$ cat src/rtl/hazard_ctrl.sv
// rtl/hazard_ctrl.sv - pipeline stall/flush controller with MDU occupancy tracker
// Optional HAZARD_PERF_EN adds stall_cycles/flush_count performance counters.
module hazard_ctrl #(
  parameter int MDU_LAT = 32,
  parameter int CNT_W   = 6
) (
  input  logic       clk,
  input  logic       rst,
  input  logic [4:0] IFID_rs,
  input  logic [4:0] IFID_rt,
  input  logic       IFID_useRs,
  input  logic       IFID_useRt,
  input  logic       ID_jump,
  input  logic       ID_mdu_op,
  input  logic [4:0] IDEXE_rd,
  input  logic       IDEXE_load,
  input  logic       EXE_branch_taken,
  input  logic       EXE_mdu_start,
  input  logic       MEM_dm_wait,
  output logic       PC_stall,
  output logic       IFID_stall,
  output logic       IFID_flush,
  output logic       IDEXE_stall,
  output logic       IDEXE_flush,
  output logic       mdu_busy
`ifdef HAZARD_PERF_EN
  ,
  output logic [31:0] stall_cycles,
  output logic [31:0] flush_count
`endif
);

  typedef enum logic {IDLE, BUSY} state_t;

  state_t           state;
  logic [CNT_W-1:0] cnt;
  logic             lu;
  logic             mh;

  always_comb begin
    lu = IDEXE_load && (IDEXE_rd != 5'd0) &&
         ((IFID_useRs && (IFID_rs == IDEXE_rd)) ||
          (IFID_useRt && (IFID_rt == IDEXE_rd)));
    mh = mdu_busy && ID_mdu_op;
  end

  // Priority chain: dm_wait freezes, a taken branch discards ID, hazards bubble, then jumps.
  always_comb begin
    PC_stall    = 1'b0;
    IFID_stall  = 1'b0;
    IFID_flush  = 1'b0;
    IDEXE_stall = 1'b0;
    IDEXE_flush = 1'b0;
    if (!rst) begin
      if (MEM_dm_wait) begin
        PC_stall    = 1'b1;
        IFID_stall  = 1'b1;
        IDEXE_stall = 1'b1;
      end else if (EXE_branch_taken) begin
        IFID_flush  = 1'b1;
        IDEXE_flush = 1'b1;
      end else if (lu || mh) begin
        PC_stall    = 1'b1;
        IFID_stall  = 1'b1;
        IDEXE_flush = 1'b1;
      end else if (ID_jump) begin
        IFID_flush  = 1'b1;
      end
    end
  end

  // The MDU keeps counting through dm_wait; only the start handshake is frozen.
  always_ff @(posedge clk) begin
    if (rst) begin
      state    <= IDLE;
      cnt      <= '0;
      mdu_busy <= 1'b0;
    end else begin
      case (state)
        IDLE: begin
          if (EXE_mdu_start && !MEM_dm_wait) begin
            state    <= BUSY;
            cnt      <= CNT_W'(MDU_LAT - 1);
            mdu_busy <= 1'b1;
          end
        end
        BUSY: begin
          if (cnt == '0) begin
            state    <= IDLE;
            mdu_busy <= 1'b0;
          end else begin
            cnt <= cnt - 1'b1;
          end
        end
        default: begin
          state    <= IDLE;
          mdu_busy <= 1'b0;
        end
      endcase
    end
  end

`ifdef HAZARD_PERF_EN
  always_ff @(posedge clk) begin
    if (rst) begin
      stall_cycles <= '0;
      flush_count  <= '0;
    end else begin
      if (PC_stall) stall_cycles <= stall_cycles + 32'd1;
      if (IFID_flush || IDEXE_flush) flush_count <= flush_count + 32'd1;
    end
  end
`endif

endmodule
$ cat config.mk
export PLATFORM = sky130hd
export DESIGN_NAME = hazard_ctrl
export DESIGN_NICKNAME = d
export VERILOG_FILES = /design/src/rtl/hazard_ctrl.sv
export SDC_FILE = /design/constraint.sdc
export NUM_CORES = 1
export LEC_CHECK = 0
export BUFFER_PORTS_ARGS = -buffer_cell sky130_fd_sc_hd__buf_2
export CORE_MARGIN = 8
export CORE_UTILIZATION = 36
export DETAILED_ROUTE_END_ITERATION = 6
export PLACE_DENSITY_LB_ADDON = 0.12
export SYNTH_ARGS = -nofsm -noshare
export SYNTH_HDL_FRONTEND = slang
export SYNTH_SLANG_ARGS = --single-unit
$ cat constraint.sdc
create_clock -name clk -period 3.2 [get_ports clk]
set_input_delay 0.64 -clock clk [delete_from_list [all_inputs] [get_ports clk]]
set_output_delay 0.64 -clock clk [all_outputs]
set_load 0.05 [all_outputs]
==> flow_summary.ini, run 1 <==
[floorplan]
fp-row-count = 15
die-area_sq_um = 3390
floorplan.die.width_microns = 58.2
core_sq_um = 1710
start_util_pct = 37.6
top_level_ports = 31
fp.dieH_microns = 58.2

[routing]
drt_pre_antenna_iters = 4
drt.antenna.violating_nets = 0
detail_route.wirelength_microns = 1610
routed_wire_length_per_instance_microns = 12.6
vias_per_cell = 4.82
dr_total_vias = 617
drc = 0
drt-initial-drc-count = 6

[cells_and_area]
final_core_util_pct = 47.8
syn2layout_area_growth_pct = 27.1
nNetsFinal = 132
antenna-diode-count = 0
share_of_final_layout_standard_cells_stronger_than_drive_strength_1_pct = 37.9

[clock_tree]
max-clock-path-buffers = 2
cts_resized = 0
cts_tree = done
post-cts-setup-buffers = 0
clock-sinks = 8
clkSlewWorstSetupHoldPaths_ps = 60
hold_buffers = 0
cts-root-buf = sky130_fd_sc_hd__clkbuf_4
cts_buffers = 3
h-tree-depth = 1
clock_insertion_delay_at_the_later_pin_of_the_skew_report_ps = 250

[setup_path]
critPathBufInv = 2
worstSetupPathType = in2out
crit_path_top_delay_cell = sky130_fd_sc_hd__nor4_1
worstPathMaxFanout = 3
required_ps = 2560
reg2reg_setup_slack_ps = 1800
cp_delay_by_family_top = compound AO/OA/AOI/OAI gates
worst_setup_path_start_kind = input port
endpoint_kind = output port
critPathArrivalTime_ps = 1990
timing.critical_path.cells = buf_2 -> xor2_1 -> nor4_1 -> a32oi_1 -> o31ai_1 -> buf_2
critical_path.most_common_cell = sky130_fd_sc_hd__buf_2
crit_path_max_incr_delay_ps = 310

[timing]
final_period_minus_worst_setup_slack_ps = 2630
fmax_ghz = 0.381
unrepaired_setup_endpoints_after_global_routing = no
clock-skew-final_ps = 1.88
tightestPinTransition_ps = 339
final.period_utilization_pct = 82.1
setup_tns_ps = 0
relative_max_transition_margin_pct = 77.2
timing_max_transition_violations_final = 0
total_of_endpoints_with_negative_setup_slack_in_the_final_report = 0
report.final.hold_viol_count = 0

[synth]
synth.yosys.warnings = 0
main_combinational_cell_family_by_area_after_synthesis = simple AND/OR/NAND/NOR gates
netlist_instances = 73
post_synth_and_or_nand_nor_area_fraction_pct = 27.3
yosys.cell_types.count = 35
synth-seq-cells = 8
netlist_area_sq_um = 642
synth-seq-area-share_pct = 25.0
synth_compound_gate_area_share_pct = 23.2
synth.avg_cell_area_sq_um = 8.79
synth_top_cell_by_area = sky130_fd_sc_hd__dfxtp_1
area_share_of_the_largest_cell_type_after_synthesis_pct = 25.0
yosys.area_share.adder_pct = 3.90
synth_top_cells_by_area = sky130_fd_sc_hd__dfxtp_1 25%, sky130_fd_sc_hd__xor2_1 11%, sky130_fd_sc_hd__a211oi_1 4.7%
muxShareOfSynthArea_pct = 0
synth_fp_nets = 100
synthXorXnorAreaFrac_pct = 13.6

[global_routing]
grt_use_total_pct = 10.4
grt_max_degree = 12
grt_antenna_before_repair = 0
grt_pass1_vias = 657
overflow = 0
grt_pass1_wl_microns = 2840

[outcome]
run_status = finished clean

[power]
power.density_nw_per_um2 = 389
leakagePower_nw = 0.357
max_rail_drop_vdd_mv = 0.279

[place]
dp_hpwl_microns = 1330
port_buffers = 30
gpl.final_weighted_congestion = 0.769

[hold_path]
hold_path.class = reg2reg

[flow_run]
maxCapViolCount = 0
==> metal layers <==
layer  part of all wire (%)  GRT usage (%)  vias up
li1                       -              -      330
met3                    6.3           2.65        2
met2                     46           15.6       16
met4                   0.62           5.24        0
met5                      0              0        -
met1                     47           13.2      269
==> stage by stage <==
stage               instance area, sq um  cells  hold WS (ps)  total power, mW  setup WS, ps
global route                         816    128           524            0.341           416
floorplan                            642     73           460            0.210           111
global placement                     793    125           493            0.240           602
detailed placement                   793    125           489            0.242           557
finish                               816    128           497            0.318           573
CTS                                  816    128           500            0.321           564
==> registers in the layout, indices dropped and copies added (netlist names) <==
signal	flops
state	1
cnt	6
mdu_busy	1
==> worst paths after layout <==
kind	end	cells past startpoint	start
max	IDEXE_flush	6	IDEXE_rd[3]
min reg2reg	cnt[0]	1	cnt[0]
max reg2reg	cnt[2]	5	cnt[0]
min	cnt[0]	1	cnt[0]
==> cells by family (layout without fill, tap and decap cells) <==
logic type,after synthesis,in the layout
simple gates,27,27
compound gates,19,19
xor+xnor,10,10
flops,8,8
buf+inv,7,37
fa+ha+maj,2,2
==> cells in the final DEF, fill, tap and decap left out, types with 2 or more instances in the layout <==
| cell | instances |
|---|---|
| sky130_fd_sc_hd__a211oi_1 | 4 |
| sky130_fd_sc_hd__nor2b_1 | 2 |
| sky130_fd_sc_hd__nor3_1 | 5 |
| sky130_fd_sc_hd__nor2_1 | 7 |
| sky130_fd_sc_hd__inv_1 | 4 |
| sky130_fd_sc_hd__buf_2 | 30 |
| sky130_fd_sc_hd__a311oi_1 | 2 |
| sky130_fd_sc_hd__xnor2_1 | 2 |
| sky130_fd_sc_hd__ha_1 | 2 |
| sky130_fd_sc_hd__xor2_1 | 8 |
| sky130_fd_sc_hd__dfxtp_1 | 8 |
| sky130_fd_sc_hd__clkbuf_4 | 3 |
| sky130_fd_sc_hd__nor4_1 | 2 |
| sky130_fd_sc_hd__a21oi_1 | 2 |
==> Yosys cell counts <==
master / number
sky130_fd_sc_hd__a21boi_2: 1
sky130_fd_sc_hd__nor2_1: 7
sky130_fd_sc_hd__nor4_1: 2
sky130_fd_sc_hd__a21oi_1: 2
sky130_fd_sc_hd__ha_1: 2
sky130_fd_sc_hd__nor2b_1: 2
sky130_fd_sc_hd__a32oi_1: 1
sky130_fd_sc_hd__o21a_1: 1
sky130_fd_sc_hd__and2_1: 1
sky130_fd_sc_hd__dfxtp_1: 8
sky130_fd_sc_hd__a211oi_2: 1
sky130_fd_sc_hd__nand3_2: 1
sky130_fd_sc_hd__and3b_1: 1
sky130_fd_sc_hd__a31o_1: 1
sky130_fd_sc_hd__nor3_1: 5
sky130_fd_sc_hd__a211oi_1: 4
sky130_fd_sc_hd__inv_1: 4
sky130_fd_sc_hd__o21ai_2: 1
sky130_fd_sc_hd__nor4_4: 1
sky130_fd_sc_hd__xnor2_1: 2
sky130_fd_sc_hd__xor2_1: 8
sky130_fd_sc_hd__and4_1: 1
sky130_fd_sc_hd__buf_6: 2
sky130_fd_sc_hd__or4_1: 1
sky130_fd_sc_hd__and2_0: 1
sky130_fd_sc_hd__and2b_1: 1
sky130_fd_sc_hd__a21o_1: 1
sky130_fd_sc_hd__o31ai_1: 1
sky130_fd_sc_hd__nand4_1: 1
sky130_fd_sc_hd__and4_2: 1
sky130_fd_sc_hd__a22o_1: 1
sky130_fd_sc_hd__a311oi_1: 2
sky130_fd_sc_hd__nand2b_1: 1
sky130_fd_sc_hd__buf_4: 1
sky130_fd_sc_hd__o21ai_0: 2
==> worst reg2reg max path, stage by stage (launching register included) <==
cell                       delay, ps
sky130_fd_sc_hd__dfxtp_1         360
sky130_fd_sc_hd__inv_1            70
sky130_fd_sc_hd__ha_1            230
sky130_fd_sc_hd__a21boi_2        320
sky130_fd_sc_hd__a211oi_1        130
sky130_fd_sc_hd__a311oi_1        190
==> layout make-up <==
class                           instances  area, sq um
Multi-Input combinational cell         58          437
Inverter                                4         15.0
Timing Repair Buffer                   30          150
Sequential cell                         8          160
Tap cell                               25         31.3
Clock buffer                            3         22.5
Fill cell                             171          892
==> power breakdown <==
part / switching [mW] / total (mW) / internal, mW / leakage [nW]
clock: 0.0356 / 0.0787 / 0.0430 / 0.0138
combinational: 0.0657 / 0.115 / 0.0494 / 0.277
sequential: 0.0132 / 0.124 / 0.111 / 0.0662
total: 0.115 / 0.318 / 0.203 / 0.357
No activity file was read; power rests on OpenSTA's default activity.
==> run 2, diff against run 1 <==
- ABC_AREA: default -> 1
- clock period: 3.2 -> 2.6 ns (I/O delays scaled with it)
==> flow_summary.ini, run 2 <==
[outcome]
run_status = finished clean

[synth]
synth.yosys.warnings = 0
netlist_area_sq_um = 714
post_synth_and_or_nand_nor_area_fraction_pct = 43.4
synth.avg_cell_area_sq_um = 5.86
yosys-top-cells-count = 38 x sky130_fd_sc_hd__nand2_1, 20 x sky130_fd_sc_hd__inv_1, 13 x sky130_fd_sc_hd__nor2_1
leading_cell_type_by_number_of_instances_after_synthesis = sky130_fd_sc_hd__nand2_1
synth-main-ff-cell = sky130_fd_sc_hd__dfxtp_1
main_combinational_cell_family_by_area_after_synthesis = simple AND/OR/NAND/NOR gates
yosys.cell_types.count = 25
synth-seq-cells = 8
synth_top_cell_by_area = sky130_fd_sc_hd__dfxtp_1
ys_async_sr_fraction_pct = 0
yosys.area_share.adder_pct = 3.50
synthXorXnorAreaFrac_pct = 2.45
synth_compound_gate_area_share_pct = 12.1
netlist_instances = 122
synth-seq-area-share_pct = 22.4
synth_fp_nets = 149
synth_top_cells_by_area = sky130_fd_sc_hd__dfxtp_1 22%, sky130_fd_sc_hd__nand2_1 20%, sky130_fd_sc_hd__inv_1 11%
muxShareOfSynthArea_pct = 0
number_of_synthesized_flops_with_an_enable_pin = 0
area_share_of_the_largest_cell_type_after_synthesis_pct = 22.4

[clock_tree]
cts_resized = 0
post-cts-setup-buffers = 0
clkSlewWorstSetupHoldPaths_ps = 50
cts-root-buf = sky130_fd_sc_hd__clkbuf_4
cts_tree = done
max-clock-path-buffers = 2
h-tree-depth = 1
clock-sinks = 8
hold_buffers = 0
clock_insertion_delay_at_the_later_pin_of_the_skew_report_ps = 250
cts_buffers = 3

[cells_and_area]
antenna-diode-count = 0
final_cell_mix = 38 x sky130_fd_sc_hd__nand2_1, 30 x sky130_fd_sc_hd__buf_2, 20 x sky130_fd_sc_hd__inv_1
largest_reg_flops = 6
final_cell_count_no_fill = 180
registers.top_by_ff_count = cnt
layout.cells.most_common = sky130_fd_sc_hd__nand2_1
syn2layout_area_growth_pct = 27.5
nNetsFinal = 182
fillCellCount = 213
layout_top_registers = cnt x6, mdu_busy x1, state x1
final_core_util_pct = 47.4
share_of_final_layout_standard_cells_stronger_than_drive_strength_1_pct = 34.0

[global_routing]
grt_use_total_pct = 10.2
grt_pass1_vias = 710
grt_antenna_before_repair = 0
grt_max_degree = 11
grt_pass1_wl_microns = 2830
overflow = 0

[setup_path]
critical_path.most_common_cell = sky130_fd_sc_hd__nand2_1
worstSetupPathType = in2out
worst_setup_path_start_kind = input port
critical_path.startpoint = IDEXE_rd[0]
reg2reg_setup_slack_ps = 1370
endpoint_kind = output port
crit_path_top_delay_cell = sky130_fd_sc_hd__buf_2
critPathArrivalTime_ps = 1570
worstPathMaxFanout = 3
r2r-start = cnt[0]
required_ps = 2080
timing.critical_path.cells = buf_2 -> inv_2 -> nand2_1 -> nand2_1 -> nor2_1 -> nand3_1 -> nand2_1 -> nand2_1 -> nand2_1 -> nand3_1 -> nand2_1 -> buf_2
crit_path_max_incr_delay_ps = 260

[timing]
relative_max_transition_margin_pct = 83.3
final.period_utilization_pct = 80.5
setup_tns_ps = 0
fmax_ghz = 0.478
unrepaired_setup_endpoints_after_global_routing = no
final_period_minus_worst_setup_slack_ps = 2090
timing_max_transition_violations_final = 0
report.final.hold_viol_count = 0
tightestPinTransition_ps = 253
total_of_endpoints_with_negative_setup_slack_in_the_final_report = 0
clock-skew-final_ps = 8.74

[routing]
drt_pre_antenna_iters = 4
drt-initial-drc-count = 39
drt.antenna.violating_nets = 0
detail_route.wirelength_microns = 1780
drc = 0
routed_wire_length_per_instance_microns = 9.91
dr_total_vias = 778
vias_per_cell = 4.32

[hold_path]
hold_path.class = reg2reg
hold_sp = cnt[4]

[floorplan]
core_sq_um = 1920
start_util_pct = 37.2
fp.dieH_microns = 60.6
die-area_sq_um = 3670
fp-row-count = 16
floorplan.die.width_microns = 60.6
top_level_ports = 31

[power]
leakagePower_nw = 0.534
power.density_nw_per_um2 = 442
max_rail_drop_vdd_mv = 0.283
totalPowerFinal_uw = 403

[place]
port_buffers = 30
dp_hpwl_microns = 1510
gpl.final_weighted_congestion = 0.821
dp_cells = 177

[flow_run]
maxCapViolCount = 0
run 2: changes by cell type in the layout (fill, tap and decap cells not counted), sizes merged, moves of 3 or more:
cell | previous run | this run
xor2 | 8 | 2
o21ai | 3 | 6
nand2 | 0 | 41
a21oi | 2 | 6
inv | 4 | 26
nand3 | 1 | 7
nor2 | 7 | 14
a211oi | 5 | 1
nor4 | 3 | 0
run 2: area by class of cell:
type                            count  area, sq um  area share (%)
Timing Repair Buffer               30          150            16.5
Clock buffer                        3         22.5            2.47
Tap cell                           27         33.8            3.71
Multi-Input combinational cell     85          442            48.5
Inverter                           27          103            11.3
Sequential cell                     8          160            17.6
run 2: cell families after synthesis:
kind of cell | after synthesis
AOI/OAI and AO/OA | 14
xor gates and xnor gates | 2
adders and majority gates | 2
buffers and inverters | 29
DFF | 8
and+or+nand+nor | 67
run 2: per-stage QoR:
stage | hold WS (ps) | area (sq um) | setup slack [ps]
after floorplan | 451 | 717 | 177
after global placement | 461 | 888 | 489
after detailed placement | 467 | 888 | 493
after CTS | 474 | 911 | 490
after global routing | 504 | 911 | 364
final | 477 | 911 | 508
run 2: path summary, 6_finish.rpt:
check,endpoint,depth (start not counted)
max,IFID_stall,12
min,cnt[4],2
max reg2reg,cnt[2],8
min reg2reg,cnt[4],2
run 2: where the power goes:
part	internal, mW	total (mW)	switching (mW)
clock	0.0528	0.0940	0.0413
sequential	0.136	0.147	0.0112
combinational	0.0600	0.162	0.102
run 2: metal layers:
layer  part of all wire (%)  vias up  GRT usage (%)
met1                     46      320           11.1
met5                      0        -              0
li1                       -      431              -
met2                     43       27           16.5
met4                      0        0           2.99
met3                     11        0           5.72
run 2: worst max-delay path, delay by kind of cell:
| kind | cells | cell delay [ps] |
|---|---|---|
| buffers and inverters | 3 | 400 |
| and+or+nand+nor | 9 | 630 |
